==> src/rtl/rme_fetch_pkg.sv <==
// Shared definitions for the row-major fetch path: bus geometry, the
// beat scheduler state encoding and the column configuration record.
package rme_fetch_pkg;

  localparam int BUS_BYTES      = 16;
  localparam int BUS_BITS       = 8 * BUS_BYTES;
  localparam int BUS_BYTE_IDX_W = 4;
  localparam int CFG_W          = 16;

  typedef enum logic [1:0] {
    IDLE  = 2'd0,
    RUN   = 2'd1,
    FLUSH = 2'd2
  } state_t;

  typedef struct packed {
    logic [CFG_W-1:0] row_size;
    logic [CFG_W-1:0] row_count;
    logic [CFG_W-1:0] col_offset;
    logic [4:0]       col_width;
  } cfg_t;

  // A column must fit inside its row, be 1..16 bytes wide, and rows must be
  // at least two beats long so no beat ever carries two fragments.
  function automatic logic cfg_invalid(input cfg_t c);
    logic [31:0] col_hi;
    col_hi = 32'(c.col_offset) + 32'(c.col_width);
    return (col_hi > 32'(c.row_size)) ||
           (c.col_width == 5'd0) ||
           (c.col_width > 5'd16) ||
           (c.row_size < CFG_W'(32)) ||
           (c.row_count == '0);
  endfunction

endpackage

==> src/rtl/col_frag_calc.sv <==
// Combinational overlap of one bus beat [pos, pos+16) with the current
// row's column window [lo, hi): fragment presence, byte bounds inside the
// beat, how many beats the column spans, and whether the row ends here.
module col_frag_calc
  import rme_fetch_pkg::*;
(
  input  logic [31:0]               pos,
  input  logic [31:0]               lo,
  input  logic [31:0]               hi,
  input  logic [4:0]                col_width,
  output logic                      hit,
  output logic [BUS_BYTE_IDX_W-1:0] start,
  output logic [6:0]                frag_end,
  output logic [4:0]                size,
  output logic                      row_done
);

  logic [31:0] beat_end;
  logic [31:0] first_byte;
  logic [31:0] last_byte;
  logic [5:0]  lo_span;

  // Clip the column window to the beat window and express it beat-relative.
  always_comb begin
    beat_end   = pos + 32'(BUS_BYTES);
    first_byte = (lo > pos) ? lo : pos;
    last_byte  = (hi < beat_end) ? hi : beat_end;
    lo_span    = {2'b00, lo[3:0]} + {1'b0, col_width};
    hit        = (lo < beat_end) && (hi > pos);
    start      = BUS_BYTE_IDX_W'(first_byte - pos);
    frag_end   = 7'(last_byte - pos);
    size       = (lo_span > 6'd16) ? 5'd2 : 5'd1;
    row_done   = (hi <= beat_end);
  end

endmodule

==> src/rtl/col_beat_sched.sv <==
// Filters the row-major read stream down to the beats that carry bytes of
// the requested column and tags each one for the column extractor.
//
// Handshake: an input beat is transferred on a rising edge where
// i_s_valid and o_s_ready are both high; o_s_ready depends only on state.
// The output side has no ready: every o_en beat must be taken.
module col_beat_sched #(
  parameter int BUS_BYTES = 16,
  parameter int BUS_BITS  = 128,
  parameter int CFG_W     = 16
) (
  input  logic                i_clk,
  input  logic                i_rst_n,
  input  logic                i_start,
  input  logic [CFG_W-1:0]    i_row_size,
  input  logic [CFG_W-1:0]    i_row_count,
  input  logic [CFG_W-1:0]    i_col_offset,
  input  logic [4:0]          i_col_width,
  input  logic                i_s_valid,
  input  logic [BUS_BITS-1:0] i_s_data,
  input  logic                i_s_last,
  output logic                o_s_ready,
  output logic                o_en,
  output logic [BUS_BITS-1:0] o_r_data,
  output logic [3:0]          o_r_start,
  output logic [6:0]          o_end,
  output logic [4:0]          o_r_size,
  output logic                o_busy,
  output logic                o_done,
  output logic                o_err
);

  import rme_fetch_pkg::*;

  // Visible for checkers that bind to the scheduler's progress.
  state_t           state;

  logic [CFG_W-1:0] row_size_q;
  logic [CFG_W-1:0] row_count_q;
  logic [4:0]       col_width_q;
  logic [CFG_W-1:0] row_cnt;
  logic [31:0]      pos;
  logic [31:0]      lo;
  logic [31:0]      hi;

  cfg_t             cfg_in;
  logic             cfg_bad;
  logic             frag_hit;
  logic [3:0]       frag_start;
  logic [6:0]       frag_end;
  logic [4:0]       frag_size;
  logic             row_done;
  logic             last_row;

  assign cfg_in = '{row_size:   i_row_size,
                    row_count:  i_row_count,
                    col_offset: i_col_offset,
                    col_width:  i_col_width};
  assign cfg_bad  = cfg_invalid(cfg_in);
  assign last_row = ((row_cnt + CFG_W'(1)) == row_count_q);

  assign o_busy    = (state != IDLE);
  assign o_s_ready = (state == RUN) || (state == FLUSH);

  col_frag_calc u_frag (
    .pos       (pos),
    .lo        (lo),
    .hi        (hi),
    .col_width (col_width_q),
    .hit       (frag_hit),
    .start     (frag_start),
    .frag_end  (frag_end),
    .size      (frag_size),
    .row_done  (row_done)
  );

  // Scheduler FSM: configuration, row tracking and registered outputs.
  always_ff @(posedge i_clk) begin
    if (!i_rst_n) begin
      state       <= IDLE;
      row_size_q  <= '0;
      row_count_q <= '0;
      col_width_q <= '0;
      row_cnt     <= '0;
      pos         <= '0;
      lo          <= '0;
      hi          <= '0;
      o_en        <= 1'b0;
      o_r_data    <= '0;
      o_r_start   <= '0;
      o_end       <= '0;
      o_r_size    <= '0;
      o_done      <= 1'b0;
      o_err       <= 1'b0;
    end else begin
      o_en   <= 1'b0;
      o_done <= 1'b0;
      case (state)
        IDLE: begin
          if (i_start) begin
            if (cfg_bad) begin
              o_err <= 1'b1;
            end else begin
              o_err       <= 1'b0;
              row_size_q  <= i_row_size;
              row_count_q <= i_row_count;
              col_width_q <= i_col_width;
              row_cnt     <= '0;
              pos         <= '0;
              lo          <= 32'(i_col_offset);
              hi          <= 32'(i_col_offset) + 32'(i_col_width);
              state       <= RUN;
            end
          end
        end
        RUN: begin
          if (i_s_valid) begin
            if (frag_hit) begin
              o_en      <= 1'b1;
              o_r_data  <= i_s_data;
              o_r_start <= frag_start;
              o_end     <= frag_end;
              o_r_size  <= frag_size;
            end
            pos <= pos + 32'(BUS_BYTES);
            if (row_done) begin
              lo      <= lo + 32'(row_size_q);
              hi      <= hi + 32'(row_size_q);
              row_cnt <= row_cnt + CFG_W'(1);
            end
            if (row_done && last_row) begin
              if (i_s_last) begin
                o_done <= 1'b1;
                state  <= IDLE;
              end else begin
                state <= FLUSH;
              end
            end else if (i_s_last) begin
              // Stream ended before every row's column was seen.
              o_done <= 1'b1;
              o_err  <= 1'b1;
              state  <= IDLE;
            end
          end
        end
        FLUSH: begin
          if (i_s_valid && i_s_last) begin
            o_done <= 1'b1;
            state  <= IDLE;
          end
        end
        default: state <= IDLE;
      endcase
    end
  end

endmodule

==> config.mk <==
export PLATFORM = sky130hd
export DESIGN_NAME = col_beat_sched
export DESIGN_NICKNAME = d
export VERILOG_FILES = /design/src/rtl/rme_fetch_pkg.sv /design/src/rtl/col_frag_calc.sv /design/src/rtl/col_beat_sched.sv
export SDC_FILE = /design/constraint.sdc
export NUM_CORES = 1
export LEC_CHECK = 0
export BUFFER_PORTS_ARGS = -buffer_cell sky130_fd_sc_hd__buf_2
export CORE_MARGIN = 1.5
export CORE_UTILIZATION = 34
export CTS_CLUSTER_SIZE = 10
export DETAILED_ROUTE_END_ITERATION = 8
export PLACE_DENSITY = 0.63
export SLEW_MARGIN = 20
export SYNTH_ARGS = -nofsm -noshare
export SYNTH_HDL_FRONTEND = slang
export SYNTH_SLANG_ARGS = --single-unit
==> constraint.sdc <==
create_clock -name i_clk -period 8.32 [get_ports i_clk]
set_input_delay 0.416 -clock i_clk [delete_from_list [all_inputs] [get_ports i_clk]]
set_output_delay 0.416 -clock i_clk [all_outputs]
set_load 0.01 [all_outputs]
==> flow_summary.json <==
{
  "status": "completed",
  "synth_xor_area_frac": 0.0568,
  "worstMarginPinSlew_ps": 1080,
  "p_clk_frac": 0.338,
  "endpoint_kind": "register",
  "drtPass1Iterations": 5,
  "instances_no_fill": 2969,
  "antenna_found_initial": 0,
  "clk_pin_slew_worst_paths_ps": 60,
  "path_max_fanout": 81,
  "layout.nets": 2657,
  "dieArea_um2": 52600,
  "power.switching_w": 0.00141,
  "n_antenna_cell": 0,
  "final_core_util": 0.411,
  "fmax_mhz": 161,
  "critPathLaunchType": "register",
  "ys_seq_area_frac": 0.334,
  "synth-edff-count": 0,
  "ir_worst_vdd_mv": 0.131,
  "hpwl_um": 39700,
  "pin_count": 335,
  "gr-usage-all-layers": 0.191,
  "critPathSlowestCell": "o211a_4",
  "core_um2": 50400,
  "comb_power_share": 0.288,
  "synth-compound-area-share": 0.146,
  "layout.cells.most_common": "buf_2",
  "synth_top_family_by_area": "simple AND/OR/NAND/NOR gates",
  "grt_pass1_vias": 15160,
  "rows": 82,
  "cts_tree": "yes",
  "postCtsSetupBuffers": 0,
  "critPathArrivalTime_ps": 6630,
  "cts_buffer_depth": 3,
  "synthesis.area_um2": 17400,
  "grt_max_degree": 84,
  "via_per_inst": 5.25,
  "yosys.area_share.simple": 0.182,
  "synth_mux_area_frac": 0.102,
  "p_sw_frac": 0.331,
  "grt_setup_unrepaired": "no",
  "drt_iter0_drc": 993,
  "tns_ps": 0,
  "synthFlopType": "dfxtp_1",
  "power.leakage_nw": 8.88,
  "ctsHoldBuffers": 0,
  "worstSetupStartpoint": "pos[4]$_SDFFE_PN0P_",
  "hold_violations": 0,
  "gr-total-overflow": 0,
  "cpPeakStageDelay_ps": 630,
  "slew_violations": 0,
  "final.fill_count": 4969,
  "io_buffers": 331,
  "grt_pass1_wl_um": 81500,
  "placed_cells": 2920,
  "netlist_instances": 1983,
  "mostFrequentLayoutCells": "buf_2, dfxtp_1, nor2_1",
  "synthAdderAreaFrac": 0.134,
  "reg2reg_from": "pos[4]$_SDFFE_PN0P_",
  "maxSlewHeadroom": 0.279,
  "p_int_w": 0.00285,
  "finalWeightedCongestion": 0.902,
  "cp_cell_sequence": "ha_1 -> nand3_1 -> nor4_2 -> nand4_1 -> nor3_2 -> nand3_1 -> nor2_1 -> xnor2_1 -> ha_1 -> nand4_1 -> nor3_1 -> a2111oi_0 -> o221ai_1 -> a21oi_1 -> o211a_4 -> buf_12 -> o211ai_1 -> o211a_1",
  "setup_viol": 0,
  "wirelength_um": 52000,
  "cts_root_buffer": "clkbuf_16",
  "required_ps": 8730,
  "powerDensity_nw_per_um2": 206,
  "skew_ps": 14.1,
  "drv_cap": 0,
  "initial_core_util": 0.346,
  "min_from": "i_col_offset[4]",
  "clock-sinks": 291,
  "ant_nets": 0,
  "hold_class": "primary input to register",
  "yosysWarnings": 0,
  "drive_gt1_frac": 0.182,
  "vias": 15590,
  "drc": 0,
  "avgSynthCellArea_um2": 8.78,
  "synth-seq-cells": 291,
  "period_needed_ps": 6220,
  "fin_crit_sh": 0.748,
  "path_class": "register to register",
  "cts-resized-gates": 0,
  "cts_htree_levels": 2,
  "die_x_um": 229,
  "die_h_um": 229,
  "clk_latency_ps": 520,
  "async_flop_share": 0,
  "post_drt_wl_per_cell_um": 17.5,
  "synth.distinct_cells": 96,
  "cts_buffers": 36,
  "p_seq_frac": 0.374,
  "area_growth_pct": 18.7
}
Yosys cell counts, drive strengths merged (29+ instances only):
cell type	instances	area (µm²)
a21o	30	225
a21oi	119	611
buf	49	297
clkbuf	33	125
dfxtp	291	5830
ha	180	2250
inv	88	330
mux2i	175	1750
nand2	152	571
nand3	39	200
nand4	42	275
nor2	274	1030
nor3	30	166
o21ai	67	335
or3	29	181
xnor2	80	701
xor2	33	289
path summary, 6_finish.rpt:
kind                                            endpoint  slack, ps  cells past startpoint
worst max-delay path            o_r_size[0]$_SDFFE_PN0P_       2100                     18
worst min-delay path                  lo[4]$_SDFFE_PN0P_        120                      3
worst min register to register  o_r_size[1]$_SDFFE_PN0P_        460                      2
worst max register to register  o_r_size[0]$_SDFFE_PN0P_       2100                     18
logic make-up after synthesis:
logic type                 after synthesis
and+or+nand+nor                        668
AOI/OAI and AO/OA                      376
DFF                                    291
adders and majority gates              185
muxes                                  177
buffers and inverters                  171
xor gates and xnor gates               113
other                                    2
area by class of cell:
class	instances	area [µm²]	area share
multi-input combinational	1526	10900	0.526
sequential	291	5830	0.282
timing repair buffer	343	1770	0.0854
clock buffer	46	990	0.0479
tap	672	841	0.0407
inverter	89	339	0.0164
clock inverter	2	35.0	0.00169
metrics by stage:
| step | setup WS [ps] | power [W] | hold WS [ps] | cell area, µm² |
|---|---|---|---|---|
| 2_1_floorplan | 3490 | 0.00247 | 452 | 17400 |
| 3_3_place_gp | 2590 | 0.00281 | 441 | 19600 |
| 3_5_place_dp | 2180 | 0.00284 | 454 | 19600 |
| 4_1_cts | 2190 | 0.00429 | 111 | 20700 |
| 5_1_grt | 1680 | 0.00448 | 128 | 20700 |
| 6_report | 2100 | 0.00425 | 125 | 20700 |
critical path, delay by kind of cell, from the launching register on:
family / cells / cell delay (ps)
AOI/OAI and AO/OA: 6 / 2030
and+or+nand+nor: 8 / 2180
adders and majority gates: 2 / 600
buffers and inverters: 1 / 470
DFF: 1 / 490
xor gates and xnor gates: 1 / 180
registers in the layout, indices dropped and copies added (netlist names):
register,count
state,2
col_width_q,5
o_end,7
pos,28
lo,32
o_r_start,4
o_en,1
o_r_size,2
row_count_q,16
o_err,1
o_r_data,128
row_size_q,16
o_done,1
row_cnt,16
hi,32
layer usage:
layer / track usage / vias up / wire length (µm)
met4: 0.0685 / 0 / 1650
li1: - / 7705 / -
met1: 0.239 / 7337 / 22200
met2: 0.328 / 448 / 25100
met3: 0.0357 / 100 / 3000
met5: 0 / - / 0
power by group through the flow:
stage          combinational [W]  clock [W]  sequential, W
6_report                 0.00122    0.00144        0.00159
5_1_grt                  0.00135    0.00152        0.00160
2_1_floorplan           0.000842          0        0.00162
4_1_cts                  0.00122    0.00147        0.00159
3_3_place_gp             0.00119          0        0.00162
3_5_place_dp             0.00122          0        0.00162
Note: power is estimated with default switching activity, not from simulation.
